`src/rtl/spi_pkg.sv`:
```
// Shared SPI command codes, FSM state encodings and frame geometry.
// Used by both the master controller and the slave-side FSM.
package spi_pkg;

  localparam int unsigned FRAME_BITS = 10;
  localparam int unsigned RD_BITS    = 8;
  localparam int unsigned MISO_WAIT  = 2;
  localparam int unsigned IDLE_GAP   = 1;
  localparam int unsigned CNT_W      = 4;
  localparam int unsigned PAYLOAD_W  = FRAME_BITS - 2;

  typedef enum logic [1:0] {
    CMD_WR_ADDR = 2'b00,
    CMD_WR_DATA = 2'b01,
    CMD_RD_ADDR = 2'b10,
    CMD_RD_DATA = 2'b11
  } cmd_e;

  typedef enum logic [2:0] {
    IDLE    = 3'd0,
    START   = 3'd1,
    SHIFT   = 3'd2,
    WAIT    = 3'd3,
    CAPTURE = 3'd4,
    GAP     = 3'd5
  } state_e;

  typedef struct packed {
    cmd_e                 cmd;
    logic [PAYLOAD_W-1:0] payload;
  } cmd_word_t;

endpackage

```
`src/rtl/spi_master_shifter.sv`:
```
// MOSI parallel-in/serial-out, MISO serial-in/parallel-out and the shared
// down-counter that times every FSM phase.
module spi_master_shifter
  import spi_pkg::*;
(
  input  logic                  clk,
  input  logic                  rst,
  input  logic                  load_en,
  input  logic [FRAME_BITS-1:0] load_word,
  input  logic                  shift_en,
  input  logic                  cap_en,
  input  logic                  miso,
  input  logic                  cnt_load,
  input  logic [CNT_W-1:0]      cnt_init,
  input  logic                  cnt_dec,
  output logic                  mosi_bit_c,
  output logic [RD_BITS-1:0]    cap_next_c,
  output logic                  cnt_zero_c
);

  logic [FRAME_BITS-1:0] word_q;
  logic [RD_BITS-2:0]    cap_q;
  logic [CNT_W-1:0]      cnt_q;

  always_ff @(posedge clk) begin
    if (rst) begin
      word_q <= '0;
      cap_q  <= '0;
      cnt_q  <= '0;
    end else begin
      if (load_en) begin
        word_q <= load_word;
      end else if (shift_en) begin
        word_q <= {word_q[FRAME_BITS-2:0], 1'b0};
      end
      if (cap_en) begin
        cap_q <= cap_next_c[RD_BITS-2:0];
      end
      if (cnt_load) begin
        cnt_q <= cnt_init;
      end else if (cnt_dec) begin
        cnt_q <= cnt_q - CNT_W'(1);
      end
    end
  end

  // The completed byte is exposed combinationally so the last sample lands in rsp_data directly.
  assign mosi_bit_c = word_q[FRAME_BITS-1];
  assign cap_next_c = {cap_q, miso};
  assign cnt_zero_c = (cnt_q == '0);

endmodule

```
`src/rtl/spi_master_ctrl.sv`:
```
// SPI master: accepts 10-bit host commands, frames them on SS_n/MOSI and
// returns the MISO byte for read-data commands.
module spi_master_ctrl
  import spi_pkg::*;
(
  input  logic                  clk,
  input  logic                  rst,
  input  logic                  cmd_valid,
  output logic                  cmd_ready,
  input  logic [FRAME_BITS-1:0] cmd_data,
  output logic                  rsp_valid,
  output logic [RD_BITS-1:0]    rsp_data,
  output logic                  busy,
  output logic                  SS_n,
  output logic                  MOSI,
  input  logic                  MISO
);

  state_e     state_q, state_d;
  logic       is_rd_q, is_rd_d;
  logic       ss_n_d, mosi_d, ready_d, busy_d, rsp_valid_d, rsp_load;
  logic       load_en, shift_en, cap_en, cnt_load, cnt_dec;
  logic [CNT_W-1:0] cnt_init;
  logic       mosi_bit_c, cnt_zero_c;
  logic [RD_BITS-1:0] cap_next_c;
  cmd_word_t  cmd_w;
  logic       accept_c;

  assign cmd_w    = cmd_data;
  assign accept_c = cmd_valid && cmd_ready;

  spi_master_shifter u_shifter (
    .clk        (clk),
    .rst        (rst),
    .load_en    (load_en),
    .load_word  (cmd_w),
    .shift_en   (shift_en),
    .cap_en     (cap_en),
    .miso       (MISO),
    .cnt_load   (cnt_load),
    .cnt_init   (cnt_init),
    .cnt_dec    (cnt_dec),
    .mosi_bit_c (mosi_bit_c),
    .cap_next_c (cap_next_c),
    .cnt_zero_c (cnt_zero_c)
  );

  // Next state and next-cycle output values; outputs are registered from these.
  always_comb begin
    state_d     = state_q;
    is_rd_d     = is_rd_q;
    ss_n_d      = 1'b1;
    mosi_d      = 1'b0;
    ready_d     = 1'b0;
    busy_d      = 1'b1;
    rsp_valid_d = 1'b0;
    rsp_load    = 1'b0;
    load_en     = 1'b0;
    shift_en    = 1'b0;
    cap_en      = 1'b0;
    cnt_load    = 1'b0;
    cnt_init    = '0;
    cnt_dec     = 1'b0;

    unique case (state_q)
      IDLE: begin
        ready_d = 1'b1;
        busy_d  = 1'b0;
        if (accept_c) begin
          state_d  = START;
          is_rd_d  = (cmd_w.cmd == CMD_RD_DATA);
          ss_n_d   = 1'b0;
          ready_d  = 1'b0;
          busy_d   = 1'b1;
          load_en  = 1'b1;
          cnt_load = 1'b1;
          cnt_init = CNT_W'(FRAME_BITS);
        end
      end
      START: begin
        state_d  = SHIFT;
        ss_n_d   = 1'b0;
        mosi_d   = mosi_bit_c;
        shift_en = 1'b1;
        cnt_dec  = 1'b1;
      end
      SHIFT: begin
        ss_n_d = 1'b0;
        if (cnt_zero_c) begin
          cnt_load = 1'b1;
          if (is_rd_q) begin
            state_d  = WAIT;
            cnt_init = CNT_W'(MISO_WAIT - 1);
          end else begin
            state_d  = GAP;
            ss_n_d   = 1'b1;
            cnt_init = CNT_W'(IDLE_GAP - 1);
          end
        end else begin
          mosi_d   = mosi_bit_c;
          shift_en = 1'b1;
          cnt_dec  = 1'b1;
        end
      end
      WAIT: begin
        ss_n_d = 1'b0;
        if (cnt_zero_c) begin
          state_d  = CAPTURE;
          cnt_load = 1'b1;
          cnt_init = CNT_W'(RD_BITS - 1);
        end else begin
          cnt_dec = 1'b1;
        end
      end
      CAPTURE: begin
        cap_en = 1'b1;
        if (cnt_zero_c) begin
          state_d     = GAP;
          rsp_valid_d = 1'b1;
          rsp_load    = 1'b1;
          cnt_load    = 1'b1;
          cnt_init    = CNT_W'(IDLE_GAP - 1);
        end else begin
          ss_n_d  = 1'b0;
          cnt_dec = 1'b1;
        end
      end
      GAP: begin
        if (cnt_zero_c) begin
          state_d = IDLE;
          ready_d = 1'b1;
          busy_d  = 1'b0;
        end else begin
          cnt_dec = 1'b1;
        end
      end
      default: begin
        state_d = IDLE;
      end
    endcase
  end

  // State and registered outputs.
  always_ff @(posedge clk) begin
    if (rst) begin
      state_q   <= IDLE;
      is_rd_q   <= 1'b0;
      SS_n      <= 1'b1;
      MOSI      <= 1'b0;
      cmd_ready <= 1'b0;
      busy      <= 1'b0;
      rsp_valid <= 1'b0;
      rsp_data  <= '0;
    end else begin
      state_q   <= state_d;
      is_rd_q   <= is_rd_d;
      SS_n      <= ss_n_d;
      MOSI      <= mosi_d;
      cmd_ready <= ready_d;
      busy      <= busy_d;
      rsp_valid <= rsp_valid_d;
      if (rsp_load) begin
        rsp_data <= cap_next_c;
      end
    end
  end

endmodule

```
`config.mk`:
```
export PLATFORM = sky130hd
export DESIGN_NAME = spi_master_ctrl
export DESIGN_NICKNAME = d
export VERILOG_FILES = /design/src/rtl/spi_pkg.sv /design/src/rtl/spi_master_shifter.sv /design/src/rtl/spi_master_ctrl.sv
export SDC_FILE = /design/constraint.sdc
export NUM_CORES = 1
export LEC_CHECK = 0
export ABC_AREA = 1
export BUFFER_PORTS_ARGS = -buffer_cell sky130_fd_sc_hd__buf_2
export CAP_MARGIN = 5
export CORE_UTILIZATION = 50
export DETAILED_ROUTE_END_ITERATION = 12
export PLACE_DENSITY = 0.81
export SYNTH_ARGS = -nofsm -noshare
export SYNTH_HDL_FRONTEND = slang
export SYNTH_HIERARCHICAL = 1
export SYNTH_SLANG_ARGS = --single-unit
```
`constraint.sdc`:
```
create_clock -name clk -period 1.9 [get_ports clk]
set_input_delay 0.095 -clock clk [delete_from_list [all_inputs] [get_ports clk]]
set_output_delay 0.095 -clock clk [all_outputs]
set_load 0.1 [all_outputs]
```
==> results.cfg, run 1 <==
[critical_path]
crit_fanout = 6
required_ns = 2.14
cp-start-kind = flop
criticalPathCategory = flop to flop
end_kind = flop
worstPathArrival_ns = 2.08

[pwr]
p_per_area_mw_per_mm2 = 1510
leakagePower_nw = 1.03
p_int_w = 0.00160
p_sw_share_pct = 48.0
combinationalPowerShare_pct = 51.2
finalPower_w = 0.00307
p_sw_w = 0.00148
clockPowerShare_pct = 14.0
pwr-share-seq_pct = 34.7
peakVddDrop_mv = 0.916

[die]
coreArea_mm2 = 0.00315
fp.dieH_um = 60.6
start_util_pct = 54.5
rows = 20
die_area_mm2 = 0.00367
die_w_um = 60.6
pin_count = 27

[sta]
tightest_slew_ns = 0.489
setup_tns_ns = 0
period_share_pct = 96.7
fin_crit_ns = 1.84
fmax_ghz = 0.545
slew_headroom_pct = 67.6
final-hold-violation-count = 0
slew_viol_final = 0
skew_ns = 0.00622
setup_violations = 0
hold-worst-slack_ns = 0.0333

[clock_tree]
clock_path_buffers = 2
clock_latency_ns = 0.34
clkTransAtPathRegs_ns = 0.10
cts_made_buffers = 5
cts_tree = built
cts_root_buf = clkbuf_4
cts.htree.levels = 2
cts_sinks = 38

[final_layout]
fin_nets = 295
area_growth_pct = 18.6
final_area_mm2 = 0.00204
layout-drive-gt1-share_pct = 26.8
finalNonFillerCells = 324
antenna_cells = 0
fill_cells = 305

[global_route]
grt.overflow.total = 0
grt_antenna_before_repair = 0
grt_pass1_vias = 1365
grt_max_degree = 19
grt_usage_pct = 20.3
grt_first_pass_wirelength_mm = 5.60

[synth]
netlist_area_mm2 = 0.00172
synth_seq_area_share_pct = 44.3
syn_nets = 256
synthCells = 240
synth_warnings = 6
ys_types = 22
syn_avg_cell_area_um2 = 7.16
synth_seq_cells = 38

[route]
route.vias.total = 1611
wl_mm = 3.62
drcViolationCount = 0
drt-initial-drc-count = 96
routedWlPerCell_um = 11.2
via_per_inst = 4.97
first_pass_iters = 4
ant_nets = 0

[flow_run]
cap_viol_max_count = 0

[placed_design]
dp_hpwl_mm = 2.42
place_area_mm2 = 0.00191
dp_cells = 310
portBuffers = 26
finalWeightedCongestion = 0.950

[hold_path]
hold_path.class = primary input to flop

[outcome]
status = completed
[power by group through the flow]
| stage | Sequential (W) | Combinational [W] | Clock, W |
|---|---|---|---|
| finish | 0.00107 | 0.00157 | 0.000431 |
| global route | 0.00109 | 0.00173 | 0.000487 |
| CTS | 0.00106 | 0.00145 | 0.000449 |
| detailed placement | 0.00108 | 0.00144 | 0 |
| global placement | 0.00108 | 0.00141 | 0 |
| floorplan | 0.00136 | 0.000868 | 0 |
[registers in the layout, indices dropped and copies added (netlist names)]
signal	count
state_q	3
cmd_ready	1
rsp_data	8
rsp_valid	1
MOSI	1
u_shifter/cap_q	7
busy	1
is_rd_q	1
u_shifter/cnt_q	4
SS_n	1
u_shifter/word_q	10
[repair_timing]
item                                   4_1_cts  5_1_grt
resized for setup                            0       11
setup buffers                                0        2
hold buffers                                 2        0
endpoints found under the hold margin        3        0
setup endpoints to repair                    0       13
[stage by stage]
stage               worst slack [ns]  util (%)
floorplan                     0.0652         -
global placement               0.189      60.4
detailed placement            0.0797      60.4
CTS                           0.0429      63.0
global route                 -0.0582      64.6
finish                        0.0635      64.6
[worst max-delay path, stage by stage, from the launching register on]
cell	delay [ns]
dfxtp_2	0.34
inv_2	0.09
ha_4	0.14
inv_2	0.04
nor3_2	0.13
buf_4	0.17
inv_4	0.05
o211ai_1	0.32
buf_4	0.20
nand3b_1	0.10
nand3_1	0.07
nand2_1	0.06
inv_1	0.04
[cell families after synthesis]
group                      share of synthesized area (%)
DFF                                                 44.3
AOI/OAI and AO/OA                                   9.98
and+or+nand+nor                                     36.1
buffers and inverters                               8.23
adders and majority gates                           1.46
[cell usage after synthesis]
cell type | number | area, um^2
nand2_1 | 70 | 263
nor3_1 | 1 | 5.00
inv_4 | 1 | 6.26
nor2_4 | 4 | 45.0
nand3_1 | 23 | 115
nand2_4 | 1 | 11.3
buf_4 | 2 | 15.0
inv_2 | 9 | 33.8
dfxtp_1 | 38 | 761
a22oi_1 | 1 | 7.51
inv_1 | 20 | 75.1
a31oi_1 | 1 | 6.26
buf_6 | 1 | 11.3
ha_1 | 2 | 25.0
a22o_1 | 8 | 70.1
o21ai_0 | 11 | 55.1
nor2_1 | 31 | 116
o211ai_1 | 1 | 7.51
nor2_2 | 4 | 25.0
a21oi_1 | 5 | 25.0
nand3b_1 | 1 | 7.51
nand2_2 | 5 | 31.3
[final timing paths]
kind,cells past startpoint,startpoint,end,slack (ns)
max reg2reg,12,u_shifter/cnt_q[0],u_shifter/cnt_q[2],0.06
max,12,u_shifter/cnt_q[0],u_shifter/cnt_q[2],0.06
min,3,cmd_data[8],u_shifter/word_q[8],0.03
min reg2reg,2,u_shifter/word_q[9],MOSI,0.46
[layout by cell type (no fill, tap or decap), types with 2 or more instances in the layout]
cell type and count:
dfxtp_2 3, buf_4 5, nor2_2 7, buf_2 26, nand3_1 23, nand2_1 69
o21ai_0 10, inv_2 12, nor2_4 4, a22o_1 8, a21oi_1 5, dlygate4sd3_1 2
dfxtp_1 35, nor2_1 30, inv_1 17, nand2_2 6, clkbuf_4 5
[area by class of cell]
class	count	area (um^2)	area share, %
well taps	44	55.1	2.70
multi-input cells	171	855	42.0
clock buffers	7	55.1	2.70
inverters	30	115	5.65
repair buffers	33	188	9.21
clock inverters	1	5.00	0.246
flip-flops and latches	38	764	37.5
[per-layer routing]
| metal | part of all wire, % | global-route usage [%] | vias to the layer above |
|---|---|---|---|
| met2 | 47 | 33.3 | 42 |
| met4 | 0.77 | 7.47 | 0 |
| li1 | - | - | 840 |
| met3 | 5.0 | 5.76 | 4 |
| met5 | 0 | 0 | - |
| met1 | 47 | 25.6 | 725 |
Note: power is estimated with default switching activity, not from simulation.
==> run 2, diff against run 1 <==
--- a/config.mk
+++ b/config.mk
@@ -8,9 +8,10 @@
 export ABC_AREA = 1
 export BUFFER_PORTS_ARGS = -buffer_cell sky130_fd_sc_hd__buf_2
 export CAP_MARGIN = 5
+export CORE_MARGIN = 10
 export CORE_UTILIZATION = 50
 export DETAILED_ROUTE_END_ITERATION = 12
-export PLACE_DENSITY = 0.81
+export PLACE_DENSITY = 0.75
 export SYNTH_ARGS = -nofsm -noshare
 export SYNTH_HDL_FRONTEND = slang
 export SYNTH_HIERARCHICAL = 1
==> results.cfg, run 2 (same netlist as run 1, synthesis figures left out) <==
[outcome]
status = completed

[global_route]
grt_pass1_vias = 1515
grt_antenna_before_repair = 0
grt_usage_pct = 12.6
grt_max_degree = 19
grt_first_pass_wirelength_mm = 6.40
grt.overflow.total = 0

[route]
route.vias.total = 1602
first_pass_iters = 4
drcViolationCount = 0
via_per_inst = 4.94
ant_nets = 0
routedWlPerCell_um = 11.5
drt-initial-drc-count = 66
wl_mm = 3.72

[clock_tree]
cts_tree = built
clock_path_buffers = 2
cts.htree.levels = 2
clock_latency_ns = 0.35
cts_sinks = 38
clkTransAtPathRegs_ns = 0.11
cts_made_buffers = 5
cts_root_buf = clkbuf_4

[final_layout]
final_common_cell = nand2_1
post-route-util_pct = 60.6
area_growth_pct = 17.8
finalNonFillerCells = 324
largest_register_ffs = 10
layout-drive-gt1-share_pct = 25.2
antenna_cells = 0
multi_input_area_um2 = 851
top_regs = u_shifter/word_q x10, rsp_data x8, u_shifter/cap_q x7
fin_nets = 293
top_register = u_shifter/word_q
seqCellArea_um2 = 763
fill_cells = 330
most-common-layout-cells = 69 x nand2_1, 36 x dfxtp_1, 29 x nor2_1

[placed_design]
portBuffers = 26
pre_cts_ws_ns = -0.00897
dp_hpwl_mm = 2.59
finalWeightedCongestion = 0.929
dp_cells = 311

[sta]
fmax_ghz = 0.571
fin_crit_ns = 1.75
slew_headroom_pct = 67.1
setup_tns_ns = 0
tightest_slew_ns = 0.497
setup_violations = 0
final-hold-violation-count = 0
period_share_pct = 92.2
slew_viol_final = 0
final.setup.worst_slack_ns = 0.147
skew_ns = 0.00384

[critical_path]
required_ns = 2.21
crit_fanout = 7
timing.critical_path.mode_cell = inv_1
crit_chain = inv_1, ha_1, inv_1, nor3_2, buf_4, inv_4, nand2_2, nand2_4, inv_2, nor2_4, nand2_1, nand3_1, nand2_1, inv_1
criticalPathCategory = flop to flop
end_kind = flop
worstPathArrival_ns = 2.06
timing.critical_path.slowest_stage_cell = dfxtp_1
cp-start-kind = flop
slowest_delay_ns = 0.38

[die]
die_w_um = 78.6
die_area_mm2 = 0.00618
pin_count = 27
fp.dieH_um = 78.6
coreArea_mm2 = 0.00334
rows = 21
start_util_pct = 51.5

[pwr]
leakagePower_nw = 1.03
finalPower_w = 0.00305
p_per_area_mw_per_mm2 = 1510
peakVddDrop_mv = 0.643

[flow_run]
cap_viol_max_count = 0

[hold_path]
hold_path.class = primary input to flop
run 2: path summary, 6_finish.rpt:
path | start | end | slack (ns) | cells past startpoint
worst max-delay path | u_shifter/cnt_q[1] | u_shifter/word_q[9] | 0.15 | 14
worst min-delay path | cmd_data[8] | u_shifter/word_q[8] | 0.006 | 3
worst max register to register | u_shifter/cnt_q[1] | u_shifter/word_q[9] | 0.15 | 14
worst min register to register | u_shifter/word_q[9] | MOSI | 0.45 | 2
run 2: critical path: cells and delay by family (launching register included):
family        cells  cell delay [ns]
simple gates      7             0.61
fa+ha+maj         1             0.19
flops             1             0.38
buf+inv           6             0.51
run 2: routing by layer:
| metal | share of wire, % | routed length, um | vias to the layer above | GRT usage (%) |
|---|---|---|---|---|
| met5 | 0 | 0 | - | 0 |
| met2 | 45 | 1680 | 39 | 19.7 |
| met4 | 2.2 | 82 | 0 | 7.35 |
| li1 | - | - | 839 | - |
| met3 | 5.3 | 196 | 10 | 3.64 |
| met1 | 47 | 1760 | 714 | 15.1 |
run 2: metrics by stage:
| step | instance area, um^2 | hold WS (ns) |
|---|---|---|
| global route | 2020 | 0.00585 |
| detailed placement | 1900 | 0.340 |
| finish | 2020 | 0.00581 |
| floorplan | 1720 | 0.159 |
| global placement | 1900 | 0.337 |
| CTS | 1990 | 0.00895 |
run 2: layout make-up:
type	count	share of cell area, %
clock buffers	6	2.54
flip-flops and latches	38	37.7
well taps	46	2.84
repair buffers	31	8.53
multi-input cells	171	42.1
inverters	30	5.69
clock inverters	2	0.618
run 2: where the power goes:
group / internal (W) / switching [W]
clock: 0.000178 / 0.000278
sequential: 0.000952 / 0.000112
combinational: 0.000444 / 0.00109
total: 0.00157 / 0.00148
run 2: timing repair:
item | CTS | global route
gates resized for setup | 0 | 8
gates cloned | 0 | 2
buffers inserted | 1 | 0
setup endpoints to repair | 2 | 14
pin swaps | 1 | 2
hold buffers | 2 | 0
hold endpoints to repair | 3 | 0
==> run 3, diff against run 2 <==
--- a/config.mk
+++ b/config.mk
@@ -8,11 +8,13 @@
 export ABC_AREA = 1
 export BUFFER_PORTS_ARGS = -buffer_cell sky130_fd_sc_hd__buf_2
 export CAP_MARGIN = 5
+export CELL_PAD_IN_SITES_DETAIL_PLACEMENT = 0
+export CELL_PAD_IN_SITES_GLOBAL_PLACEMENT = 1
 export CORE_MARGIN = 10
-export CORE_UTILIZATION = 50
+export CORE_UTILIZATION = 36
+export CTS_CLUSTER_SIZE = 30
 export DETAILED_ROUTE_END_ITERATION = 12
-export PLACE_DENSITY = 0.75
+export PLACE_DENSITY_LB_ADDON = 0.1
 export SYNTH_ARGS = -nofsm -noshare
 export SYNTH_HDL_FRONTEND = slang
-export SYNTH_HIERARCHICAL = 1
 export SYNTH_SLANG_ARGS = --single-unit
==> results.cfg, run 3 <==
[route]
wl_mm = 4.29
ant_nets = 0
via_per_inst = 4.63
first_pass_iters = 6
drt-initial-drc-count = 82
routedWlPerCell_um = 12.0
drcViolationCount = 0
route.vias.total = 1652

[placed_design]
dp_hpwl_mm = 3.04
place_area_mm2 = 0.00200
portBuffers = 26
finalWeightedCongestion = 0.809

[critical_path]
crit_fanout = 9
required_ns = 2.09
critPathLaunch = u_shifter.cnt_q[0]
criticalPathCategory = flop to flop
end_kind = flop
worst_r2r_startpoint = u_shifter.cnt_q[0]
worstPathArrival_ns = 1.92
cp-start-kind = flop

[synth]
async_reset_ff_share_pct = 0
yosysMostFrequentCell = nand2_1
synth_seq_cells = 38
syn_avg_cell_area_um2 = 6.98
yosys-top-cells-area = dfxtp_1 42%, nand2_1 13%, nor2_1 11%
synth_warnings = 0
synth_edf_count = 0
yosysTopAreaCell = dfxtp_1
synth_top_area_share_pct = 41.9
synth-main-ff-cell = dfxtp_1
syn_nets = 276
netlist_area_mm2 = 0.00182
synth_common_cells = 61 x nand2_1, 53 x nor2_1, 38 x dfxtp_1
ys_types = 22
synth_seq_area_share_pct = 41.9
synthCells = 260

[clock_tree]
post_cts_resized = 0
clkTransAtPathRegs_ns = 0.08
cts_made_buffers = 5
cts_root_buf = clkbuf_8
cts.htree.levels = 2
cts_sinks = 38
cts_setup_buffers = 0
postCtsHoldBufs = 0
clock_path_buffers = 2
clock_latency_ns = 0.29
cts_tree = built

[pwr]
p_sw_share_pct = 49.5
pwr-share-seq_pct = 30.6
peakVddDrop_mv = 0.665
leakagePower_nw = 0.978
finalPower_w = 0.00362
clockPowerShare_pct = 16.2
combinationalPowerShare_pct = 53.2
p_per_area_mw_per_mm2 = 1720
p_int_w = 0.00183
p_sw_w = 0.00179

[final_layout]
antenna_cells = 0
post-route-util_pct = 43.8
final_common_cell = nand2_1
top_register = u_shifter.word_q
layout-drive-gt1-share_pct = 21.7
most-common-layout-cells = 61 x nand2_1, 53 x nor2_1, 37 x dfxtp_1
largest_register_ffs = 10
final_area_mm2 = 0.00211
fin_nets = 305
top_regs = u_shifter.word_q x10, rsp_data x8, u_shifter.cap_q x7
area_growth_pct = 16.3

[sta]
setup_tns_ns = 0
setup_violations = 0
tightest_slew_ns = 0.634
final-hold-violation-count = 0
skew_ns = 0.00712
slew_headroom_pct = 57.7
period_share_pct = 91.0
rsz0062_at_grt = false
fin_crit_ns = 1.73
slew_viol_final = 0
fmax_ghz = 0.578
hold-worst-slack_ns = 0.0414

[global_route]
grt_max_degree = 24
grt_usage_pct = 10.7
top_usage_layer = met2
grt_first_pass_wirelength_mm = 7.51
grt.overflow.total = 0
use_met1_pct = 13.4
use_met3_pct = 4.28
grt_antenna_before_repair = 0
grt_pass1_vias = 1641
grtUsageMet2_pct = 16.1

[die]
fp.dieH_um = 91.0
die_w_um = 91.0
coreArea_mm2 = 0.00482
die_area_mm2 = 0.00828
pin_count = 27
start_util_pct = 37.7
rows = 25

[flow_run]
cap_viol_max_count = 0

[hold_path]
hold_path.class = primary input to flop
min-delay-start = MISO

[outcome]
status = completed
-- run 3: changes by cell type in the layout (fill, tap and decap cells not counted), moves of 4 or more --
| cell | change |
|---|---|
| nand2_1 | -8 |
| nor2_1 | +24 |
| o21ai_1 | +5 |
| nand4_1 | +6 |
| o21ai_0 | +8 |
| a21oi_1 | +11 |
| a22o_1 | -8 |
| nand3_1 | -12 |
| nor2_2 | -4 |
| nand3_2 | +5 |
| clkbuf_8 | +5 |
| clkbuf_4 | -5 |
-- run 3: metal layers --
layer / vias to the layer above / wire [um]
li1: 884 / -
met1: 726 / 2100
met2: 34 / 1900
met3: 8 / 245
met4: 0 / 46
met5: - / 0
-- run 3: final timing paths --
check	end	slack (ns)	cells after the start
setup / recovery	u_shifter.word_q[9]	0.17	9
hold / removal	rsp_data[0]	0.04	3
setup reg to reg	u_shifter.word_q[9]	0.17	9
hold reg to reg	u_shifter.word_q[2]	0.46	2
-- run 3: cell families after synthesis --
family                     Yosys count  share of synthesized area, %
adders and majority gates            2                          1.38
xor gates and xnor gates             1                         0.483
AOI/OAI and AO/OA                   41                          11.5
DFF                                 38                          41.9
and+or+nand+nor                    147                          36.9
buffers and inverters               31                          7.86
-- run 3: area by class of cell --
cell class | count | area [um^2]
Multi-Input combinational cell | 191 | 912
Fill cell | 520 | 2710
Clock inverter | 2 | 12.5
Tap cell | 67 | 83.8
Inverter | 23 | 86.3
Sequential cell | 38 | 762
Timing Repair Buffer | 30 | 173
Clock buffer | 6 | 82.6
-- run 3: power groups by stage --
stage | Clock [W] | Sequential, W | Combinational (W)
floorplan | 0 | 0.00155 | 0.00112
global placement | 0 | 0.00112 | 0.00189
detailed placement | 0 | 0.00112 | 0.00188
CTS | 0.000613 | 0.00111 | 0.00188
global route | 0.000640 | 0.00113 | 0.00218
finish | 0.000586 | 0.00111 | 0.00193
-- run 3: metrics by stage --
step                instances  setup WS, ns
floorplan                 260         0.322
finish                    357         0.171
global route              357       0.00547
CTS                       356         0.149
detailed placement        348         0.183
global placement          348         0.235
-- run 3: critical path, cell delays in order, from the launching register on --
cell and delay [ns]:
dfxtp_1 0.32, inv_1 0.10, ha_1 0.21, nand3_2 0.19, inv_2 0.18, nor2_2 0.07
nor2_1 0.21, nand2_4 0.13, o21ai_1 0.17, nor2_1 0.05
